[src/rtl/depth_seq_gate.sv]
// depth_seq_gate: per-symbol order-book sequence gate.
// Forwards SNAP/DELTA events in order, drops stale and unsynced ones.
module depth_seq_gate #(
  parameter int NUM_SYM    = 4,
  parameter int SYM_W      = 16,
  parameter int PRICE_W    = 32,
  parameter int QTY_W      = 32,
  parameter int FIFO_DEPTH = 8,
  localparam int EV_W      = 2 + 1 + SYM_W + 64 + 64
                             + PRICE_W + QTY_W + 8
) (
  input  logic               clk,
  input  logic               rst_n,
  input  logic               sync_clear,
  input  logic               in_valid,
  output logic               in_ready,
  input  logic [EV_W-1:0]    in_data,
  output logic               out_valid,
  input  logic               out_ready,
  output logic [EV_W-1:0]    out_data,
  output logic [NUM_SYM-1:0] sym_synced,
  output logic               resync_req,
  output logic [SYM_W-1:0]   resync_sym,
  output logic [31:0]        drop_cnt,
  output logic [31:0]        gap_cnt
);

  localparam int F_QTY  = 8;
  localparam int F_PRC  = F_QTY + QTY_W;
  localparam int F_UID  = F_PRC + PRICE_W;
  localparam int F_TS   = F_UID + 64;
  localparam int F_SYM  = F_TS + 64;
  localparam int F_SIDE = F_SYM + SYM_W;
  localparam int F_REC  = F_SIDE + 1;
  localparam int IW     = (NUM_SYM > 1) ? $clog2(NUM_SYM) : 1;
  localparam int AW     = $clog2(FIFO_DEPTH);

  typedef enum logic {UNSYNC, SYNCED} sym_st_e;
  typedef enum logic [1:0] {
    C_NONE, C_PUSH, C_DROP, C_GAP
  } cls_e;

  sym_st_e       st      [NUM_SYM];
  logic [63:0]   last_id [NUM_SYM];

  logic [1:0]       rec;
  logic [SYM_W-1:0] sym;
  logic [63:0]      uid;
  logic [IW-1:0]    idx;
  logic             sym_ok;
  logic             acc;
  sym_st_e          cur;
  logic [63:0]      last;
  logic [63:0]      nxt;
  cls_e             cls;

  logic [EV_W-1:0] mem [FIFO_DEPTH];
  logic [AW:0]     wp;
  logic [AW:0]     rp;
  logic            full;
  logic            empty;
  logic            push;
  logic            pop;
  logic            ready_en;

  assign rec    = in_data[F_REC +: 2];
  assign sym    = in_data[F_SYM +: SYM_W];
  assign uid    = in_data[F_UID +: 64];
  assign idx    = sym[IW-1:0];
  assign sym_ok = sym < SYM_W'(NUM_SYM);
  assign acc    = in_valid && in_ready;

  // Classify the accepted event against the current per-symbol state.
  always_comb begin
    cur  = st[idx];
    last = last_id[idx];
    nxt  = last + 64'd1;
    cls  = C_NONE;
    if (acc) begin
      priority case (1'b1)
        (!sym_ok || rec[1]):        cls = C_DROP;
        (rec == 2'b00):             cls = C_PUSH;
        (cur == UNSYNC):            cls = C_DROP;
        (uid == last || uid == nxt): cls = C_PUSH;
        (uid > last):               cls = C_GAP;
        default:                    cls = C_DROP;
      endcase
    end
  end

  // Per-symbol sync state; a clear pulse overrides any same-cycle update.
  always_ff @(posedge clk or negedge rst_n) begin
    if (!rst_n) begin
      for (int i = 0; i < NUM_SYM; i++) begin
        st[i]      <= UNSYNC;
        last_id[i] <= '0;
      end
    end else begin
      if (cls == C_PUSH) begin
        last_id[idx] <= uid;
        if (rec == 2'b00)
          st[idx] <= SYNCED;
      end
      if (cls == C_GAP)
        st[idx] <= UNSYNC;
      if (sync_clear)
        for (int i = 0; i < NUM_SYM; i++)
          st[i] <= UNSYNC;
    end
  end

  // Expose the sync state vector.
  always_comb begin
    for (int i = 0; i < NUM_SYM; i++)
      sym_synced[i] = (st[i] == SYNCED);
  end

  // Statistics and the resync request pulse.
  always_ff @(posedge clk or negedge rst_n) begin
    if (!rst_n) begin
      drop_cnt   <= '0;
      gap_cnt    <= '0;
      resync_req <= 1'b0;
      resync_sym <= '0;
    end else begin
      resync_req <= (cls == C_GAP);
      if (cls == C_GAP)
        resync_sym <= sym;
      if (cls == C_DROP && drop_cnt != 32'hFFFF_FFFF)
        drop_cnt <= drop_cnt + 32'd1;
      if (cls == C_GAP && gap_cnt != 32'hFFFF_FFFF)
        gap_cnt <= gap_cnt + 32'd1;
    end
  end

  assign push      = (cls == C_PUSH);
  assign pop       = out_valid && out_ready;
  assign empty     = (wp == rp);
  assign full      = (wp[AW] != rp[AW])
                  && (wp[AW-1:0] == rp[AW-1:0]);
  assign in_ready  = ready_en && !full;
  assign out_valid = !empty;
  assign out_data  = mem[rp[AW-1:0]];

  // Input stays blocked until the first edge out of reset.
  always_ff @(posedge clk or negedge rst_n) begin
    if (!rst_n)
      ready_en <= 1'b0;
    else
      ready_en <= 1'b1;
  end

  // FIFO storage; contents are don't-care while empty.
  always_ff @(posedge clk) begin
    if (push)
      mem[wp[AW-1:0]] <= in_data;
  end

  // FIFO pointers with an extra wrap bit for full/empty.
  always_ff @(posedge clk or negedge rst_n) begin
    if (!rst_n) begin
      wp <= '0;
      rp <= '0;
    end else begin
      if (push)
        wp <= wp + 1'b1;
      if (pop)
        rp <= rp + 1'b1;
    end
  end

endmodule

[config.mk]
export PLATFORM = sky130hd
export DESIGN_NAME = depth_seq_gate
export DESIGN_NICKNAME = d
export VERILOG_FILES = /design/src/rtl/depth_seq_gate.sv
export SDC_FILE = /design/constraint.sdc
export NUM_CORES = 2
export LEC_CHECK = 0
export BUFFER_PORTS_ARGS = -buffer_cell sky130_fd_sc_hd__clkbuf_2
export CAP_MARGIN = 20
export CORE_ASPECT_RATIO = 2
export CORE_MARGIN = 4
export CORE_UTILIZATION = 25
export CTS_CLUSTER_SIZE = 40
export DETAILED_ROUTE_END_ITERATION = 10
export GPL_TIMING_DRIVEN = 0
export PLACE_DENSITY = 0.5
export SLEW_MARGIN = 20
export SYNTH_ARGS = -nofsm -noshare
export SYNTH_HDL_FRONTEND = slang
export SYNTH_SLANG_ARGS = --single-unit
[constraint.sdc]
create_clock -name clk -period 22.2 [get_ports clk]
set_input_delay 0 -clock clk [delete_from_list [all_inputs] [get_ports clk]]
set_output_delay 0 -clock clk [all_outputs]
set_load 0.01 [all_outputs]
==> summary.md <==
| Metric | Value |
|---|---|
| Fin Clk Skew | 0.08491 ns |
| Synth Area in Compound Gates | 0.9783% |
| WS Path Type | in2reg |
| Sink Count | ~2,100 |
| Net Count, Synth | about 4,400 |
| Worst-Skew Late Latency | 0.88 ns |
| Crit path time final | 8.960 ns |
| First-pass GRT wire length | 370,400 um |
| RSZ-0062 raised after global routing | no |
| CP max stage cell | nor3_1 |
| Worst-path clk slew | 0.06 ns |
| FF+latch count, synth | 2,102 |
| Design Area, Final | 106,800 um2 |
| Post-DP HPWL | 180,800 um |
| Die area | 353,800 um2 |
| Most used cell, CP | buf_4 |
| Ys flop type | edfxtp_1 |
| Share of Yosys cell area claimed by the top area cell type | 61.21% |
| Hold Path Cell Cnt | 2 |
| Core area | 342,700 um2 |
| Relative max-transition margin | 25.27% |
| Startpoint types | input port |
| Leakage power | 37.07 nW |
| Buffers and inverters on the worst path | 15 |
| Area of the multi-input gates | 23,320 um2 |
| Final nets | 5,708 |
| Placer congestion estimate | 0.8811 |
| Number of synthesized flops with an enable pin | 1,752 |
| Fin crit share | between 40% and 50% |
| Worst Path Required | 22.72 ns |
| Final setup fails | 0 |
| Tot GR Track Use | 14.36% |
| Ys async rst share | between 10% and 20% |
| Largest net degree at the start of global routing | 94 |
| Kind of end point of the critical path | flop |
| Clk root buf | clkbuf_16 |
| Post-synth top area cell | edfxtp_1 |
| CP delay by family, top | buffers and inverters |
| Layout Cells excl Fill | slightly above 10,000 |
| Outcome | finished clean |
| H-tree depth | 4 |
| IO buf count | 529 |
| Yosys cell types | 79 |
| Synth Area in Simple Gates | 3.047% |
| Vias in the first global route | 49,630 |
| Via count | 45,270 |
| Avg WL per Cell | 25.43 um |
| VDD IR max | 0.06548 mV |
| Synth Area in Adders | 1.016% |
| CTS buffer count | 204 |
| Post CTS Setup Buffer Count | 0 |
| Register area share after synthesis | 71.40% |
| Mux cell area share after synthesis | 20.45% |
| WP data arrival | between 9 and 10 ns |
| Fin Setup TNS | 0 ns |
| Area delta synth->final | 24.29% |
| Synth warn | 0 |
| Worst Hold Class | in2reg |
| CP max FO | 12 |
| Drt first pass iters | 6 |
| Largest stage delay on the critical path | about 0.87 ns |
| Synthesized instance count | 4,156 |
| Synthesized area | 85,950 um2 |
| Maxcap violations | 0 |
| Max Clock Freq | 111.6 MHz |
| DRC viols | 0 |
| FF-to-FF path depth | 23 |
| Chip width | 422.6 um |
| Initial Utilization | 25.08% |
| Initial antenna violation count | 32 |
| Slew Viols, Final | 0 |
| CTS max path bufs | 4 |
| Main combinational cell family by area after synthesis | multiplexers |
| Hold Vio Cnt, Final | 0 |
| Placed Area | between 90,000 and 100,000 um2 |
| Iter 0 DRT Violations | 2,612 |
| Layout cells sized above 1 | 35.38% |
| Top Ports | between 500 and 600 |
| Chip height | 837.2 um |
| Least-Margin Pin Slew | 1.121 ns |
| Synthesized area per cell | 20.68 um2 |
| Largest cells by area after synthesis | edfxtp_1 (61%), mux4_2 (13%), dfrtp_1 (10%) |
| Xor-xnor portion of the synthesized cell area | 1.600% |
| Cells after DPL | 9,412 |
| Row cnt | 304 |
| CTS tree | yes |
| CTS resizes | 0 |
| Grt total ovfl | 0 |
| Util after Layout | around 31% |
| Filler cells | 33,400 |
| Pwr per Cell Area | approximately 76 nW/um2 |
| Crit path depth | 27 |
| Final antenna-violating net count | 0 |
| Via/cell ratio | 4.451 |
| Final WL | 258,700 um |
| Storage cell area | between 60,000 and 70,000 um2 |
## metal layers
| metal | vias to the layer above | global-route usage (%) | part of all wire, % |
|---|---|---|---|
| met5 | - | 0 | 0.041 |
| met4 | 20 | 4.540 | 3.4 |
| met3 | 405 | 2.117 | 4.0 |
| met2 | 1145 | 27.41 | 55 |
| met1 | 24210 | 16.26 | 38 |
| li1 | 19490 | - | - |
## stage by stage
stage,total power [mW],worst slack [ns],hold slack (ns)
6_report,8.102,13.24,0.1683
5_1_grt,8.408,12.95,0.1275
4_1_cts,8.242,13.28,0.01238
3_5_place_dp,4.655,12.99,-0.08687
3_3_place_gp,4.645,-24.35,0.2184
2_1_floorplan,4.489,1.491,-0.2956
## placed cells by master (no fill, tap or decap), types with 72 or more instances in the layout
master and instances:
clkbuf_1 114, clkbuf_16 204, clkbuf_2 548, dfrtp_1 350, dlygate4sd3_1 382, edfxtp_1 1752
inv_1 75, mux2_1 72, mux2_2 230, mux2_4 180, mux4_2 494, xnor2_1 114
## logic make-up after synthesis
group                      Yosys count
adders and majority gates           70
buffers and inverters              259
muxes                              996
DFF                               2102
other                                1
xor gates and xnor gates           157
and+or+nand+nor                    446
AOI/OAI and AO/OA                  125
## synthesized netlist by cell type (9+ instances only)
library cell / instances
a21o_1: 20
a21oi_1: 28
a31oi_1: 12
and2_1: 16
and3_1: 37
and4_1: 14
buf_1: 61
buf_12: 9
buf_6: 17
clkbuf_1: 79
dfrtp_1: 350
edfxtp_1: 1752
ha_1: 69
inv_1: 76
mux2_1: 72
mux2_2: 230
mux2_4: 180
mux2i_1: 11
mux4_1: 9
mux4_2: 494
nand2_1: 68
nand2b_1: 10
nand3_1: 59
nand4_1: 61
nor2_1: 43
nor2b_1: 22
nor3_1: 40
nor4_1: 27
o21ai_0: 19
xnor2_1: 114
xor2_1: 43
## path summary, 6_finish.rpt
check / startpoint / end / slack, ns
max in group asynchronous: rst_n / last_id[50]$_DFFE_PN0P_ / 20.52
min: in_data[190] / mem[6][190]$_DFFE_PP_ / 0.17
min in group asynchronous: rst_n / gap_cnt[29]$_DFFE_PN0P_ / 0.19
min reg2reg: last_id[21]$_DFFE_PN0P_ / last_id[21]$_DFFE_PN0P_ / 0.48
max reg2reg: last_id[1]$_DFFE_PN0P_ / mem[1][97]$_DFFE_PP_ / 13.89
max: in_data[201] / mem[1][97]$_DFFE_PP_ / 13.24
## cell type report
class | count | share of cell area (%)
Sequential cell | 2102 | 57.45
Multi-Input combinational cell | 1795 | 21.83
Timing Repair Buffer | 1053 | 7.988
Tap cell | 4590 | 5.376
Clock buffer | 254 | 4.992
Clock inverter | 108 | 1.078
Buffer | 183 | 0.9862
Inverter | 76 | 0.2741
Antenna cell | 11 | 0.02577
## registers in the layout (all words and copies together) (netlist names)
signal,flops
mem,1752
sym_synced,4
last_id,256
wp,4
gap_cnt,32
drop_cnt,32
resync_req,1
resync_sym,16
rp,4
ready_en,1
## power breakdown
group	total [mW]	leakage [nW]	switching (mW)	internal (mW)
clock	3.48	3.14	1.55	1.93
sequential	4.29	20.6	0.00724	4.28
combinational	0.338	13.3	0.194	0.143
## repair_timing
action	4_1_cts	5_1_grt
setup endpoints to repair	0	0
hold endpoints to repair	2302	0
hold buffers	383	0
Note: power is estimated with default switching activity, not from simulation.
